### config.mk
export PLATFORM = sky130hd
export DESIGN_NAME = serial_adder_ctrl
export DESIGN_NICKNAME = d
export VERILOG_FILES = /design/src/rtl/serial_adder_ctrl.sv
export SDC_FILE = /design/constraint.sdc
export NUM_CORES = 1
export LEC_CHECK = 0
export ABC_AREA = 1
export BUFFER_PORTS_ARGS = -buffer_cell sky130_fd_sc_hd__buf_2
export CAP_MARGIN = 20
export CORE_MARGIN = 2
export CORE_UTILIZATION = 40
export CTS_BUF_LIST = sky130_fd_sc_hd__clkbuf_8
export DETAILED_ROUTE_END_ITERATION = 8
export GPL_TIMING_DRIVEN = 1
export PLACE_DENSITY = 0.75
export SYNTH_ARGS = -nofsm -noshare
export SYNTH_HDL_FRONTEND = slang
export SYNTH_HIERARCHICAL = 1
export SYNTH_SLANG_ARGS = --single-unit
### constraint.sdc
create_clock -name clk -period 1.28 [get_ports clk]
set_input_delay 0.192 -clock clk [delete_from_list [all_inputs] [get_ports clk]]
set_output_delay 0.192 -clock clk [all_outputs]
set_load 0.05 [all_outputs]
### src/rtl/serial_adder_ctrl.sv
// Bit-serial add/subtract controller: one 1-bit full adder walks the operands
// LSB first over W cycles, then presents sum/cout/ovf with a one-cycle done pulse.

module yAdder1 (
  input  logic a_i,
  input  logic b_i,
  input  logic cin_i,
  output logic z_o,
  output logic cout_o
);

  assign z_o    = a_i ^ b_i ^ cin_i;
  assign cout_o = (a_i & b_i) | (cin_i & (a_i ^ b_i));

endmodule

module serial_adder_ctrl #(
  parameter int W = 8
) (
  input  logic         clk,
  input  logic         rst_n,
  input  logic         start,
  input  logic [W-1:0] a,
  input  logic [W-1:0] b,
  input  logic         cin,
  input  logic         sub,
  output logic         busy,
  output logic         done,
  output logic [W-1:0] sum,
  output logic         cout,
  output logic         ovf
);

  localparam int CNT_W = $clog2(W);
  localparam logic [CNT_W-1:0] LAST = CNT_W'(W - 1);

  typedef enum logic [1:0] {
    IDLE = 2'd0,
    RUN  = 2'd1,
    DONE = 2'd2
  } state_t;

  state_t           state_q, state_d;
  logic [CNT_W-1:0] count_q, count_d;
  logic             carry_q, carry_d;
  logic [W-1:0]     opa_q, opa_d;
  logic [W-1:0]     opb_q, opb_d;
  logic [W-1:0]     acc_q, acc_d;
  logic [W-1:0]     sum_q, sum_d;
  logic             cout_q, cout_d;
  logic             ovf_q, ovf_d;

  logic             fa_s;
  logic             fa_co;

  // The only adder in the datapath; operands are shifted so bit 0 is always current.
  yAdder1 u_fa (
    .a_i    (opa_q[0]),
    .b_i    (opb_q[0]),
    .cin_i  (carry_q),
    .z_o    (fa_s),
    .cout_o (fa_co)
  );

  always_comb begin
    state_d = state_q;
    count_d = count_q;
    carry_d = carry_q;
    opa_d   = opa_q;
    opb_d   = opb_q;
    acc_d   = acc_q;
    sum_d   = sum_q;
    cout_d  = cout_q;
    ovf_d   = ovf_q;

    case (state_q)
      IDLE: begin
        if (start) begin
          // Subtraction is a + ~b + 1, so cin is replaced by the forced carry.
          opa_d   = a;
          opb_d   = sub ? ~b : b;
          carry_d = sub ? 1'b1 : cin;
          count_d = '0;
          state_d = RUN;
        end
      end

      RUN: begin
        opa_d   = opa_q >> 1;
        opb_d   = opb_q >> 1;
        acc_d   = {fa_s, acc_q[W-1:1]};
        carry_d = fa_co;
        count_d = count_q + CNT_W'(1);
        if (count_q == LAST) begin
          // carry_q here is the carry into the MSB; visible results change only now.
          sum_d   = {fa_s, acc_q[W-1:1]};
          cout_d  = fa_co;
          ovf_d   = carry_q ^ fa_co;
          count_d = '0;
          state_d = DONE;
        end
      end

      DONE: begin
        state_d = IDLE;
      end

      default: begin
        state_d = IDLE;
      end
    endcase
  end

  always_ff @(posedge clk) begin
    if (!rst_n) begin
      state_q <= IDLE;
      count_q <= '0;
      carry_q <= 1'b0;
      sum_q   <= '0;
      cout_q  <= 1'b0;
      ovf_q   <= 1'b0;
    end else begin
      state_q <= state_d;
      count_q <= count_d;
      carry_q <= carry_d;
      sum_q   <= sum_d;
      cout_q  <= cout_d;
      ovf_q   <= ovf_d;
    end
  end

  always_ff @(posedge clk) begin
    opa_q <= opa_d;
    opb_q <= opb_d;
    acc_q <= acc_d;
  end

  assign busy = (state_q != IDLE);
  assign done = (state_q == DONE);
  assign sum  = sum_q;
  assign cout = cout_q;
  assign ovf  = ovf_q;

endmodule

# Yosys cells after proc, flatten, opt, wreduce, memory -nomap -nowiden
# Index checks and enable logic that the tools add are counted.
# classes
add_sub_neg	1
eq_ne	5
muxes	14
bitwise	7
reduce_logical	6
# ops
operator	n
8-bit one-hot mux with 2 select lines	2
8-bit two-way mux	3
8-bit NOT	1
3-bit two-way mux	2
3-bit one-hot mux with 2 select lines	1
2-bit AND reduction	3
2-bit two-way mux	2
2-bit != test, second input constant	2
2-bit one-hot mux with 2 select lines	1
2-bit nonzero test	2
3-bit by 1-bit adder with 3-bit output, second input constant	1
3-bit == test, second input constant	1
1-bit bitwise XOR	3
1-bit AND	2
2-bit by 1-bit == test with 1-bit output, second input constant	1
2-bit == test, second input constant	1
2-bit zero test	1
1-bit two-way mux	2
1-bit one-hot mux with 2 select lines	1
1-bit bitwise OR	1
# totals
regBits	40
input_bits	21
wordCells	42

# Longest topological paths before layout
# logic_depth
depth_word	4
mapped_depth	8
depth_no_buf	7

# By module
# Netlist, hierarchy kept.
# modules_own_cells
module	n_inst	cells_each	area_per_inst_um2
serial_adder_ctrl	1	163	1594.0
yAdder1	1	1	20.0

# Least setup slack after synthesis
# Ideal clock, no wire load.
# synth_timing
path_kind	register -> output
startpoint	register state_q[1]
endpoint	output port done
t_arrival_ns	1.053
t_required_ns	1.088
setup_slack_ns	0.035
path_stages_with_launch	3
path_buffers	0
cell_sequence	dfxtp_1 inv_1 nor2_1
# synth_between
elab_chain_len	1
# synth_lines
item	line_no	source
start, declared	43	state_t state_q, state_d;
start signal, assigned	123	state_q <= state_d;
2-bit == test	139	assign done = (state_q == DONE);
end, declared	28	output logic done,
# Every way passes these cells.

# Worst setup path after layout
# layout_timing
startpoint	register count_q[0]
endpoint	register sum_q[5] (netlist: sum[5])
# layout_between
elab_chain_len	2
# layout_lines
item	line_no	source
start, declared	44	logic [CNT_W-1:0] count_q, count_d;
start signal, assigned	124	count_q <= count_d;
3-bit == test	94	if (count_q == LAST) begin
2-bit AND reduction (no line)	-	
end signal, assigned	126	sum_q <= sum_d;
end, declared	49	logic [W-1:0] sum_q, sum_d;
# Every way passes these cells.
# A chain may end at the register's enable or synchronous reset.

==> reports/metrics.cfg <==
[outcome]
status = finished with violations
violations = setup timing

[timing]
final.setup.worst_slack_ns = -0.0503
maxSlewViolCount = 0
tightestPinTransition_ns = 0.357
layout_min_cycle_time_ns = 1.33
rsz0062_at_grt = true
post-route-period-util_pct = 104
report.final.setup_viol = 7
slew_headroom_pct = 76.1
max_freq_mhz = 752
finalHoldViolations = 0
clock_skew_ns = 0.00991

[synthesis]
syn_inst = 164
synthTopCellsByArea = edfxtp_1 43%, dfxtp_1 20%, nand2_1 10%
synth_top_area_cell = edfxtp_1
yosysTopAreaCellShare_pct = 42.8
synth-seq-cells = 39
syn_avg_cell_area_sq_um = 9.84
ys_seq_area_share_pct = 62.6
netlist_area_sq_um = 1610
yosys_warnings = 6
synth_fp_nets = 188
ys_types = 19

[route]
drt_drc_violations_left = 0
routedWlPerCell_microns = 11.4
dr_total_vias = 1174
drtAntennaViolNets = 0
avgViaCountPerCell = 4.50
drt_wl_total_microns = 2970
drt_iter0_drc = 58
drt_pre_antenna_iters = 4

[global_route]
grt_usage_pct = 13.6
grt_pass1_vias = 1014
grt_overflow = 0
grt_max_degree = 24
antenna_found_initial = 0
grt_pass1_wl_microns = 4470

[finish]
n_antenna_cell = 0
area_growth_pct = 31.0
final_area_sq_um = 2110
layout_commonest_cell = nand2_1
most-common-layout-cells = 40 x nand2_1, 30 x buf_2, 24 x nor2_1
final_layout_size_suffix_gt1_share_pct = 37.4
final_nets = 234

[cts]
cts_buffer_depth = 2
clk_pin_slew_ns = 0.08
cts_tree = done
cts_root_buf = clkbuf_8
postCtsHoldBufs = 0
cts_buffers = 5
htree_levels = 2
clock_latency_ns = 0.29
clkSinkCount = 39

[flow_run]
cap_violations = 0

[setup_path]
arrival_ns = 1.52
crit_chain = ha_4, ha_4, nand2_4, nor2_4, clkinv_4, buf_6, nor2_2, nor2_1
slowest_delay_ns = 0.36
crit_family = flip-flops
path_max_fanout = 7
critical_path_class = flop to flop
crit_top_cell = ha_4
r2r_slack_ns = -0.05
cpMaxStageDelayCell = dfxtp_2
start_kind = flop
crit_path_end_kind = flop
critical_path_buf_inv_count = 2
crit_required_ns = 1.47

[floorplanning]
dieArea_sq_um = 4560
ioPinCount = 33
initial_utilization_pct = 40.9
design.core.area_sq_um = 3940
fp-row-count = 23
die_x_microns = 67.5
die_y_microns = 67.5

[pwr]
power_leakage_nw = 0.944
power.density_nw_per_um2 = 1210
total_power_mw = 2.55
ir_worst_vdd_v = 0.000603

[place]
port_buffers = 32
postPlaceCellArea_sq_um = 1860
hpwl_microns = 1890
place_ws_ns = -0.0434
gp_congestion = 0.677

[min_path]
holdCritPathClass = input port to flop

[cells in the mapped netlist, drive strengths merged]
library cell and number:
a21oi 3, buf 6, clkbuf 1, dfxtp 16
edfxtp 23, fa 1, ha 2, inv 9
nand2 44, nor2 31, o21ai 19, or2 1
xnor2 8
[tightest hold or removal path, stage by stage]
cell and delay, ns:
buf_2 0.07, nand2_1 0.04, nand2_1 0.05
[registers in the layout, summed over array words and instances, names as in the netlist]
register,flops
opa_q,8
opb_q,8
sum,8
acc_q,7
count_q,3
state_q,2
carry_q,1
cout,1
ovf,1
[cells by family after synthesis]
| logic type | count (synthesis) | share of synthesized area, % |
|---|---|---|
| simple gates | 76 | 18.1 |
| flops | 39 | 62.6 |
| compound gates | 22 | 6.82 |
| buf+inv | 16 | 5.27 |
| xor+xnor | 8 | 4.34 |
| fa+ha+maj | 3 | 2.79 |
[power breakdown]
group,switching [mW],leakage (nW),internal (mW)
Combinational,0.147,0.534,0.131
Clock,0.420,0.0477,0.373
Sequential,0.0397,0.362,1.44
Total,0.607,0.944,1.94
[metal layers]
layer	global-route usage, %	wire length, microns	vias up
met5	0	0	-
met4	6.12	34	0
met3	5.00	197	5
met2	21.7	1340	38
met1	16.2	1390	510
li1	-	-	621
[worst paths after layout]
path         startpoint  endpoint  depth (start not counted)
min                a[3]  opa_q[3]                          3
max reg2reg  count_q[0]    sum[5]                          8
min reg2reg    acc_q[4]  acc_q[3]                          0
max          count_q[0]    sum[5]                          8
[metrics by stage]
step,util (%),hold WS [ns],instances,setup TNS (ns)
5_1_grt,53.6,0.182,261,-0.678
6_report,53.6,0.176,261,-0.272
2_1_floorplan,-,0.328,164,0
3_3_place_gp,47.1,0.433,245,0
3_5_place_dp,47.1,0.438,245,-0.214
4_1_cts,50.6,0.169,257,-0.00471
[layout make-up]
type | count | area, sq um
flip-flops and latches | 39 | 1020
clock buffers | 5 | 68.8
clock inverters | 3 | 15.0
fillers | 349 | 1830
repair buffers | 46 | 318
multi-input cells | 109 | 596
well taps | 50 | 62.6
inverters | 9 | 38.8
[timing repair]
action	4_1_cts	5_1_grt
pin swaps	1	6
gates resized for setup	16	30
cloned	0	1
endpoints found under the setup margin	11	21
setup buffers	4	4
Note: power is estimated with default switching activity, not from simulation.
